## src/rtl/uart_pkg.sv

```systemverilog
// Shared UART transmit constants: FSM encoding, frame geometry, parity enable.
// Parity support is compiled in only when UART_TX_PARITY_EN is defined.
package uart_pkg;

  localparam int DATA_BITS = 8;

`ifdef UART_TX_PARITY_EN
  localparam bit PARITY_EN = 1'b1;
`else
  localparam bit PARITY_EN = 1'b0;
`endif

  // start + data + optional parity + stop
  localparam int FRAME_BITS = 2 + DATA_BITS + (PARITY_EN ? 1 : 0);

  localparam logic [2:0] ST_IDLE   = 3'd0;
  localparam logic [2:0] ST_START  = 3'd1;
  localparam logic [2:0] ST_DATA   = 3'd2;
  localparam logic [2:0] ST_PARITY = 3'd3;
  localparam logic [2:0] ST_STOP   = 3'd4;

  typedef logic [DATA_BITS-1:0] uart_byte_t;

  function automatic logic even_parity(input uart_byte_t d);
    return ^d;
  endfunction

endpackage

```

## src/rtl/uart_tx_fifo.sv

```systemverilog
// Byte FIFO for the UART transmitter; wrap-bit pointers give full/empty,
// occupancy is kept in its own register so readiness never sees a comb path.
module uart_tx_fifo
  import uart_pkg::*;
#(
  parameter int DEPTH = 4
) (
  input  logic                     clk,
  input  logic                     rst_n,
  input  logic                     push,
  input  uart_byte_t               push_data,
  input  logic                     pop,
  output uart_byte_t               pop_data,
  output logic                     full,
  output logic                     empty,
  output logic [$clog2(DEPTH):0]   count
);

  localparam int AW = $clog2(DEPTH);

  logic [AW:0] wr_ptr;
  logic [AW:0] rd_ptr;
  uart_byte_t  mem [DEPTH];
  logic        push_ok;
  logic        pop_ok;

  assign empty    = (wr_ptr == rd_ptr);
  assign full     = (wr_ptr[AW] != rd_ptr[AW]) && (wr_ptr[AW-1:0] == rd_ptr[AW-1:0]);
  // a push while full is dropped even if a pop frees a slot this same edge
  assign push_ok  = push && !full;
  assign pop_ok   = pop && !empty;
  assign pop_data = mem[rd_ptr[AW-1:0]];

  always_ff @(posedge clk or negedge rst_n) begin
    if (!rst_n) begin
      wr_ptr <= '0;
      rd_ptr <= '0;
      count  <= '0;
    end else begin
      if (push_ok) wr_ptr <= wr_ptr + 1'b1;
      if (pop_ok)  rd_ptr <= rd_ptr + 1'b1;
      if (push_ok && !pop_ok)      count <= count + 1'b1;
      else if (pop_ok && !push_ok) count <= count - 1'b1;
    end
  end

  always_ff @(posedge clk) begin
    if (push_ok) mem[wr_ptr[AW-1:0]] <= push_data;
  end

endmodule

```

## src/rtl/uart_tx_core.sv

```systemverilog
// UART transmitter: FIFO-fed 8N1 framer, optional even parity bit when
// UART_TX_PARITY_EN is defined (port list is the same either way).
//
// state  | meaning
// IDLE   | line high, waiting for a FIFO entry
// START  | driving start bit (0)
// DATA   | shifting 8 data bits, LSB first
// PARITY | even parity of the byte (parity builds only)
// STOP   | driving stop bit (1); chains straight into START if FIFO has data
module uart_tx_core
  import uart_pkg::*;
#(
  parameter int BAUD_DIV   = 10417,
  parameter int FIFO_DEPTH = 4
) (
  input  logic                          clk,
  input  logic                          reset,
  input  logic [7:0]                    tx_data,
  input  logic                          tx_valid,
  output logic                          tx_ready,
  output logic                          UART_TX,
  output logic                          tx_busy,
  output logic [$clog2(FIFO_DEPTH):0]   fifo_count
);

  localparam int CW = $clog2(FIFO_DEPTH) + 1;

  logic [2:0]  state;
  logic [15:0] baud_cnt;
  logic [2:0]  bit_cnt;
  uart_byte_t  shift_q;
  logic        tx_q;
  logic        baud_done;
  logic        fifo_pop;
  logic        fifo_full;
  logic        fifo_empty;
  uart_byte_t  fifo_head;
`ifdef UART_TX_PARITY_EN
  logic        parity_q;
`endif

  uart_tx_fifo #(.DEPTH(FIFO_DEPTH)) u_fifo (
    .clk       (clk),
    .rst_n     (reset),
    .push      (tx_valid),
    .push_data (tx_data),
    .pop       (fifo_pop),
    .pop_data  (fifo_head),
    .full      (fifo_full),
    .empty     (fifo_empty),
    .count     (fifo_count)
  );

  assign baud_done = (baud_cnt == 16'(BAUD_DIV - 1));
  assign fifo_pop  = ((state == ST_IDLE) || (state == ST_STOP && baud_done)) && !fifo_empty;
  assign tx_ready  = (fifo_count < CW'(FIFO_DEPTH));
  assign tx_busy   = (state != ST_IDLE) || !fifo_empty;
  assign UART_TX   = tx_q;

  always_ff @(posedge clk or negedge reset) begin
    if (!reset) begin
      state    <= ST_IDLE;
      baud_cnt <= '0;
      bit_cnt  <= '0;
      shift_q  <= '0;
      tx_q     <= 1'b1;
`ifdef UART_TX_PARITY_EN
      parity_q <= 1'b0;
`endif
    end else if (fifo_pop) begin
      // load the byte and put the start bit on the line in the same edge
      state    <= ST_START;
      baud_cnt <= '0;
      bit_cnt  <= '0;
      shift_q  <= fifo_head;
      tx_q     <= 1'b0;
`ifdef UART_TX_PARITY_EN
      parity_q <= even_parity(fifo_head);
`endif
    end else if (state == ST_IDLE) begin
      tx_q <= 1'b1;
    end else if (!baud_done) begin
      baud_cnt <= baud_cnt + 16'd1;
    end else begin
      baud_cnt <= '0;
      case (state)
        ST_START: begin
          state <= ST_DATA;
          tx_q  <= shift_q[0];
        end
        ST_DATA: begin
          if (bit_cnt == 3'(DATA_BITS - 1)) begin
            bit_cnt <= '0;
`ifdef UART_TX_PARITY_EN
            state <= ST_PARITY;
            tx_q  <= parity_q;
`else
            state <= ST_STOP;
            tx_q  <= 1'b1;
`endif
          end else begin
            bit_cnt <= bit_cnt + 3'd1;
            shift_q <= shift_q >> 1;
            tx_q    <= shift_q[1];
          end
        end
`ifdef UART_TX_PARITY_EN
        ST_PARITY: begin
          state <= ST_STOP;
          tx_q  <= 1'b1;
        end
`endif
        ST_STOP: begin
          state <= ST_IDLE;
          tx_q  <= 1'b1;
        end
        default: begin
          state <= ST_IDLE;
          tx_q  <= 1'b1;
        end
      endcase
    end
  end

endmodule

```

## config.mk

```make
export PLATFORM = sky130hd
export DESIGN_NAME = uart_tx_core
export DESIGN_NICKNAME = d
export VERILOG_FILES = /design/src/rtl/uart_pkg.sv /design/src/rtl/uart_tx_fifo.sv /design/src/rtl/uart_tx_core.sv
export SDC_FILE = /design/constraint.sdc
export NUM_CORES = 1
export LEC_CHECK = 0
export BUFFER_PORTS_ARGS = -buffer_cell sky130_fd_sc_hd__buf_2
export CORE_MARGIN = 2
export CORE_UTILIZATION = 53
export CTS_CLUSTER_DIAMETER = 120
export CTS_CLUSTER_SIZE = 16
export DETAILED_ROUTE_END_ITERATION = 10
export PLACE_DENSITY = 0.71
export SYNTH_ARGS = -nofsm -noshare
export SYNTH_HDL_FRONTEND = slang
export SYNTH_HIERARCHICAL = 1
export SYNTH_SLANG_ARGS = --single-unit
```

## constraint.sdc

```tcl
create_clock -name clk -period 4.3 [get_ports clk]
set_clock_uncertainty 0.1 [all_clocks]
set_input_delay 0.43 -clock clk [delete_from_list [all_inputs] [get_ports clk]]
set_output_delay 0.43 -clock clk [all_outputs]
set_load 0.02 [all_outputs]
```

Word level (Yosys, flattened, before mapping)
Memory sizes are Yosys's and may differ from the RTL's.
Index checks and enable logic that the tools add are counted.
{ "totals": {"ff_bits": 40, "latchBits": 0, "ramBits": 32, "rom_bits": 0, "in_bits": 11, "output_inout_bits": 6, "word_cells": 76, "memories": 1} }
{ "mem_list": {"columns": ["name", "depth", "word_bits", "rd", "rd_clocked_by_memory_dff", "wr", "line", "source"], "rows": [
  ["u_fifo.mem", 4, 8, 1, 0, 1, "uart_tx_fifo.sv:23", "uart_byte_t mem [DEPTH];"]
]} }
{ "op_classes": {"n_addsub": 6, "n_mul": 0, "div_mod_pow": 0, "magnitude_cmp": 1, "eq_ne": 11, "shift": 0, "n_mux": 27, "bitwise_logic": 0, "reduce_logical": 22} }
{ "op_table": {"columns": ["op", "count"], "rows": [
  ["$mux W16", 3],
  ["$mux W8", 5],
  ["$mux W3", 11],
  ["$add A16 B1 Y16 const B", 1],
  ["$eq A16 B14 Y1 const B", 1],
  ["$add A3 B1 Y3 const B", 4],
  ["$logic_and A1 B1 Y1", 7],
  ["$eq A3 B3 Y1 const B", 2],
  ["$mux W1", 6],
  ["$pmux W3 S2", 1],
  ["$reduce_and A3 Y1", 2],
  ["$reduce_bool A2 Y1", 3],
  ["$reduce_bool A3 Y1", 2],
  ["$logic_not A1 Y1", 4],
  ["$ne A2 B1 Y1 const B", 2],
  ["$reduce_and A4 Y1", 1],
  ["$eq A3 B1 Y1 const B", 1],
  ["$eq A3 B2 Y1 const B", 1],
  ["$eq A3 B3 Y1", 1],
  ["$logic_not A3 Y1", 1],
  ["$lt A3 B3 Y1 const B", 1],
  ["$ne A3 B2 Y1 const B", 1],
  ["$sub A3 B1 Y3 const B", 1],
  ["$eq A2 B2 Y1", 1],
  ["3 further kinds", 4]
]} }

Longest topological paths before layout
{ "depth": {"ltp_word": 8, "depth_mapped": 14, "ltp_nobuf": 12} }

Cells and area by module
The synthesis kept the hierarchy.
{ "by_module_without_submodules": {"columns": ["module", "instances", "cells_each", "area_each_um2", "seq_area_each_um2"], "rows": [
  ["uart_tx_fifo", 1, 102, 1841.8, 1186.1],
  ["uart_tx_core", 1, 167, 1661.6, 777.0]
]} }

Least setup slack after synthesis
Ideal clock, no wire load.
{ "synth_path": {"path_kind": "flip-flop to flip-flop", "from": "register baud_cnt[0]", "to": "register u_fifo.count[1]", "setup_ps": 125, "t_arrival_ps": 3212, "t_required_ps": 4075, "setup_slack_ps": 863, "stages_incl_launch_ff": 13, "n_path_buf": 2, "synth_period_minus_slack_ps": 3437, "cell_sequence": "dfrtp_1 > inv_1 > ha_1 > or4b_1 > or4_1 > clkbuf_1 > buf_2 > a21oi_2 > o31ai_2 > ha_1 > inv_1 > fa_1 > mux2_2"} }
{ "synth_between": {"elab_chain_cells": 8, "elab_cells_between_ends": 10, "classes_between": "eq/ne: 1; mux: 1; reduce/logical: 8"} }
{ "synth_lines": {"columns": ["item", "line", "source"], "rows": [
  ["from (decl)", "uart_tx_core.sv:29", "logic [15:0] baud_cnt;"],
  ["from (signal assigned)", "uart_tx_core.sv:83", "baud_cnt <= baud_cnt + 16'd1;"],
  ["$eq A16 B14 Y1 *", "uart_tx_core.sv:54", "assign baud_done = (baud_cnt == 16'(BAUD_DIV - 1));"],
  ["$logic_and A1 B1 Y1 *", "uart_tx_core.sv:55", "assign fifo_pop = ((state == ST_IDLE) || (state == ST_STOP && baud_done)) && !fifo_empty;"],
  ["$logic_or A1 B1 Y1 *", "uart_tx_core.sv:55", null],
  ["$logic_and A1 B1 Y1 *", "uart_tx_core.sv:55", null],
  ["net fifo_pop", "uart_tx_core.sv:34", "logic fifo_pop;"],
  ["$logic_and A1 B1 Y1 *", "uart_tx_fifo.sv:31", "assign pop_ok = pop && !empty;"],
  ["$logic_not A1 Y1", "uart_tx_fifo.sv:42", "if (push_ok && !pop_ok) count <= count + 1'b1;"],
  ["$logic_and A1 B1 Y1", "uart_tx_fifo.sv:42", null],
  ["$mux W3 or $reduce_bool A2 Y1 (tied branches)", null, null],
  ["to (signal assigned)", "uart_tx_fifo.sv:42", null],
  ["to (signal assigned)", "uart_tx_fifo.sv:43", "else if (pop_ok && !push_ok) count <= count - 1'b1;"],
  ["to (decl)", "uart_tx_fifo.sv:16", "output logic [$clog2(DEPTH):0] count"]
]} }
The timed path passes the listed nets; every way through them passes the cells marked *.
A chain may end at the register's enable or synchronous reset.

Final worst setup path
Ends and elaborated chain as after synthesis.

==> summary by stage <==
Placed design
The cell count after placement is 352. Once detailed placement completed, the half-perimeter wirelength came to 4.104 mm. The post-detailed-placement cell area is 3646 um2. Port buffering added 16 buffers. The final weighted congestion of routability-driven global placement is 0.8121.

Timing
The worst pin sits at a relative slew slack of 41.34%. The highest clock frequency the design can meet is 291.0 MHz. The hold violation total from the final report is 0. Setup repair after global routing left no endpoint under its margin.

The final total negative setup slack is 0 ns. After layout, the worst path uses between 70% and 80% of the clock period. The final max-slew violation count is 0. At the pin with the least slew margin, the transition time is 0.8799 ns. Counting I/O delays and the setup requirement, the final critical path takes 3.437 ns. The number of failing setup endpoints in the final timing report is 0.

Worst setup path
The critical path in this run is classified as reg2reg. The depth of the worst register-to-register path is 10. The type of origin of the critical path is a register. The data required time at the worst endpoint is 4.43 ns. The critical path arrival is between 3 and 4 ns. STA classifies the critical path endpoint as a register.

The maximum fanout encountered on the critical timing path is 9.

Power and ir drop
The peak ir drop on the vdd network is 0.0003219 V. For this design the ratio of total power to cell area is roughly 600 nW/um2. The leakage power of the design is 1.479 nW. The total power consumption of the routed design is 2.299 mW.

Layout
In the final layout, the share of cells above drive strength 1 is 16.15%. The total inserted antenna cells is 0. After the last flow step, the layout net total stands at 308.

The design area is roughly 3800 um2. Relative to the synthesized area, the layout overhead comes to 9.260%. Cells fill 59.87% of the core in the end. For this run, the number of standard cells in the final layout without fillers is 368.

Clock tree
The TritonCTS sink count is 72. The clock reaches the later pin of the worst-skew pair after 0.35 ns. The buffer cell driving the clock tree root is sky130_fd_sc_hd__clkbuf_8. The post-cts hold buffer count is 0.

The clock tree buffer depth is 2. TritonCTS built the clock tree. The maximum level of the CTS H-tree is 3. Clock-pin slew was measured on the worst setup and hold paths at ~0.080 ns. Gates resized during post-CTS repair numbered 0. Counting the buffers created by CTS gives 9.

Once the clock tree was built, the setup fixing pass inserted 0 buffers.

Detailed routing
After the first detailed-routing iteration, the DRC count stood at 169. Using the TritonRoute via totals, the vias-per-cell ratio works out to 5.962. Before antenna repair, the detailed router went through 4 iterations.

The via total after detailed routing is roughly 2200. The number of nets with antenna violations after routing is 0. After detailed routing, the average wire length per cell comes to 16.42 um. The final routed wirelength across all metal layers is 6.044 mm. The final routed DRC violation total is 0.

Min path
The classification of the worst-slack hold path is in2async.

GRT
For this run, the total global-route usage over all layers was measured as about a fifth. Summed over all layers, the global routing overflow is 0. The initial antenna violation count is 0.

The first global-routing pass estimated 10.67 mm of wire. The number of global-route vias before repair is 2199. Entering global routing, the biggest net connects 41 pins.

Logic synthesis
The post-synth design cell area is 3500 um2. In the synthesized netlist, the number of instances is 268. The number of warnings issued by yosys is 6. The synthesized area divided by synthesized cell count is approximately 13 um2. The net count of the mapped netlist is 290.

Die
The floorplan step set the die height to approximately 85 um. The core area is around 6400 um2. The floorplan step defined a die boundary enclosing 7269 um2. The initial core utilization is 54.80%. The die outline width is ~85 um. During I/O placement, the number of pins put on the boundary was 17.

The number of cell rows is 29.

Run status
The flow ran to the end, and the final reports show no timing, DRC or antenna violations.

Flow run
The max-cap check violation count is 0.
-- worst paths after layout --
kind	startpoint	end	slack (ns)
setup / recovery	baud_cnt[0]	u_fifo/count[1]	0.86
max in group asynchronous	reset	baud_cnt[10]	3.45
setup reg to reg	baud_cnt[0]	u_fifo/count[1]	0.86
min in group clk	tx_data[6]	u_fifo/mem[0][6]	0.19
hold reg to reg	u_fifo/count[2]	u_fifo/count[2]	0.41
hold / removal	reset	shift_q[3]	0.09
-- power breakdown --
group	total, mW	internal [mW]	leakage [nW]	switching, mW
Sequential	1.03	0.904	0.797	0.129
Clock	0.476	0.214	0.0843	0.262
Combinational	0.790	0.350	0.598	0.440
Total	2.30	1.47	1.48	0.831
-- cell type report --
class                   count  area, um2
clock buffers               9      123.9
inverters                  10      37.54
repair buffers             20      110.1
multi-input cells         173       1439
clock inverters             7      53.80
flip-flops and latches     72       1963
fillers                   512       2562
well taps                  77      96.34
-- state kept, by name, summed over array words and instances (netlist names) --
register / cells
shift_q: 8
bit_cnt: 3
u_fifo/rd_ptr: 3
u_fifo/count: 3
state: 3
UART_TX: 1
u_fifo/wr_ptr: 3
baud_cnt: 16
u_fifo/mem: 32
-- cell usage in the layout (no fill, tap or decap), types with 2 or more instances in the layout --
cell and count:
sky130_fd_sc_hd__and4_1 2, sky130_fd_sc_hd__mux2i_1 2, sky130_fd_sc_hd__nand4_1 6, sky130_fd_sc_hd__or4b_1 4, sky130_fd_sc_hd__o31ai_2 2, sky130_fd_sc_hd__inv_6 3
sky130_fd_sc_hd__xor2_2 2, sky130_fd_sc_hd__and3_1 4, sky130_fd_sc_hd__xnor2_1 6, sky130_fd_sc_hd__edfxtp_1 32, sky130_fd_sc_hd__o22ai_1 3, sky130_fd_sc_hd__dfrtp_1 39
sky130_fd_sc_hd__ha_1 10, sky130_fd_sc_hd__o21ai_0 10, sky130_fd_sc_hd__o31ai_1 7, sky130_fd_sc_hd__nand2_1 10, sky130_fd_sc_hd__buf_2 16, sky130_fd_sc_hd__o221a_1 7
sky130_fd_sc_hd__mux4_1 8, sky130_fd_sc_hd__xor2_1 11, sky130_fd_sc_hd__or3_1 5, sky130_fd_sc_hd__clkinvlp_4 2, sky130_fd_sc_hd__nand3_1 9, sky130_fd_sc_hd__nor3_1 5
sky130_fd_sc_hd__a211o_1 7, sky130_fd_sc_hd__nor3b_1 2, sky130_fd_sc_hd__nor2_1 13, sky130_fd_sc_hd__clkbuf_8 9, sky130_fd_sc_hd__buf_4 4, sky130_fd_sc_hd__nand2b_1 3
sky130_fd_sc_hd__inv_1 10, sky130_fd_sc_hd__a21oi_1 13, sky130_fd_sc_hd__or4_1 6
-- per-stage QoR --
step / hold slack, ns / setup slack, ns
6_report: 0.09326 / 0.8632
5_1_grt: 0.1815 / 0.5986
4_1_cts: 0.1309 / 0.8491
3_5_place_dp: 0.3925 / 0.8736
3_3_place_gp: 0.3720 / 0.9391
2_1_floorplan: 0.03441 / 0.8631
-- layer usage --
metal / share of wire, % / vias up / routed length [um] / track usage, %
met1: 48 / 1068 / 2886 / 26.25
met2: 47 / 43 / 2819 / 29.19
met5: 0 / - / 0 / 0
li1: - / 1076 / - / -
met4: 1.5 / 0 / 92 / 7.937
met3: 4.1 / 7 / 246 / 4.572
-- worst max-delay path: stages, from the launching register on --
cell and delay, ns:
sky130_fd_sc_hd__dfrtp_1 0.41, sky130_fd_sc_hd__inv_1 0.10, sky130_fd_sc_hd__ha_1 0.14, sky130_fd_sc_hd__or4b_1 0.44, sky130_fd_sc_hd__or4_1 0.58, sky130_fd_sc_hd__a21oi_2 0.42
sky130_fd_sc_hd__o31ai_2 0.17, sky130_fd_sc_hd__ha_1 0.24, sky130_fd_sc_hd__inv_1 0.07, sky130_fd_sc_hd__fa_1 0.40, sky130_fd_sc_hd__mux2_2 0.27
Note: power is estimated with default switching activity, not from simulation.
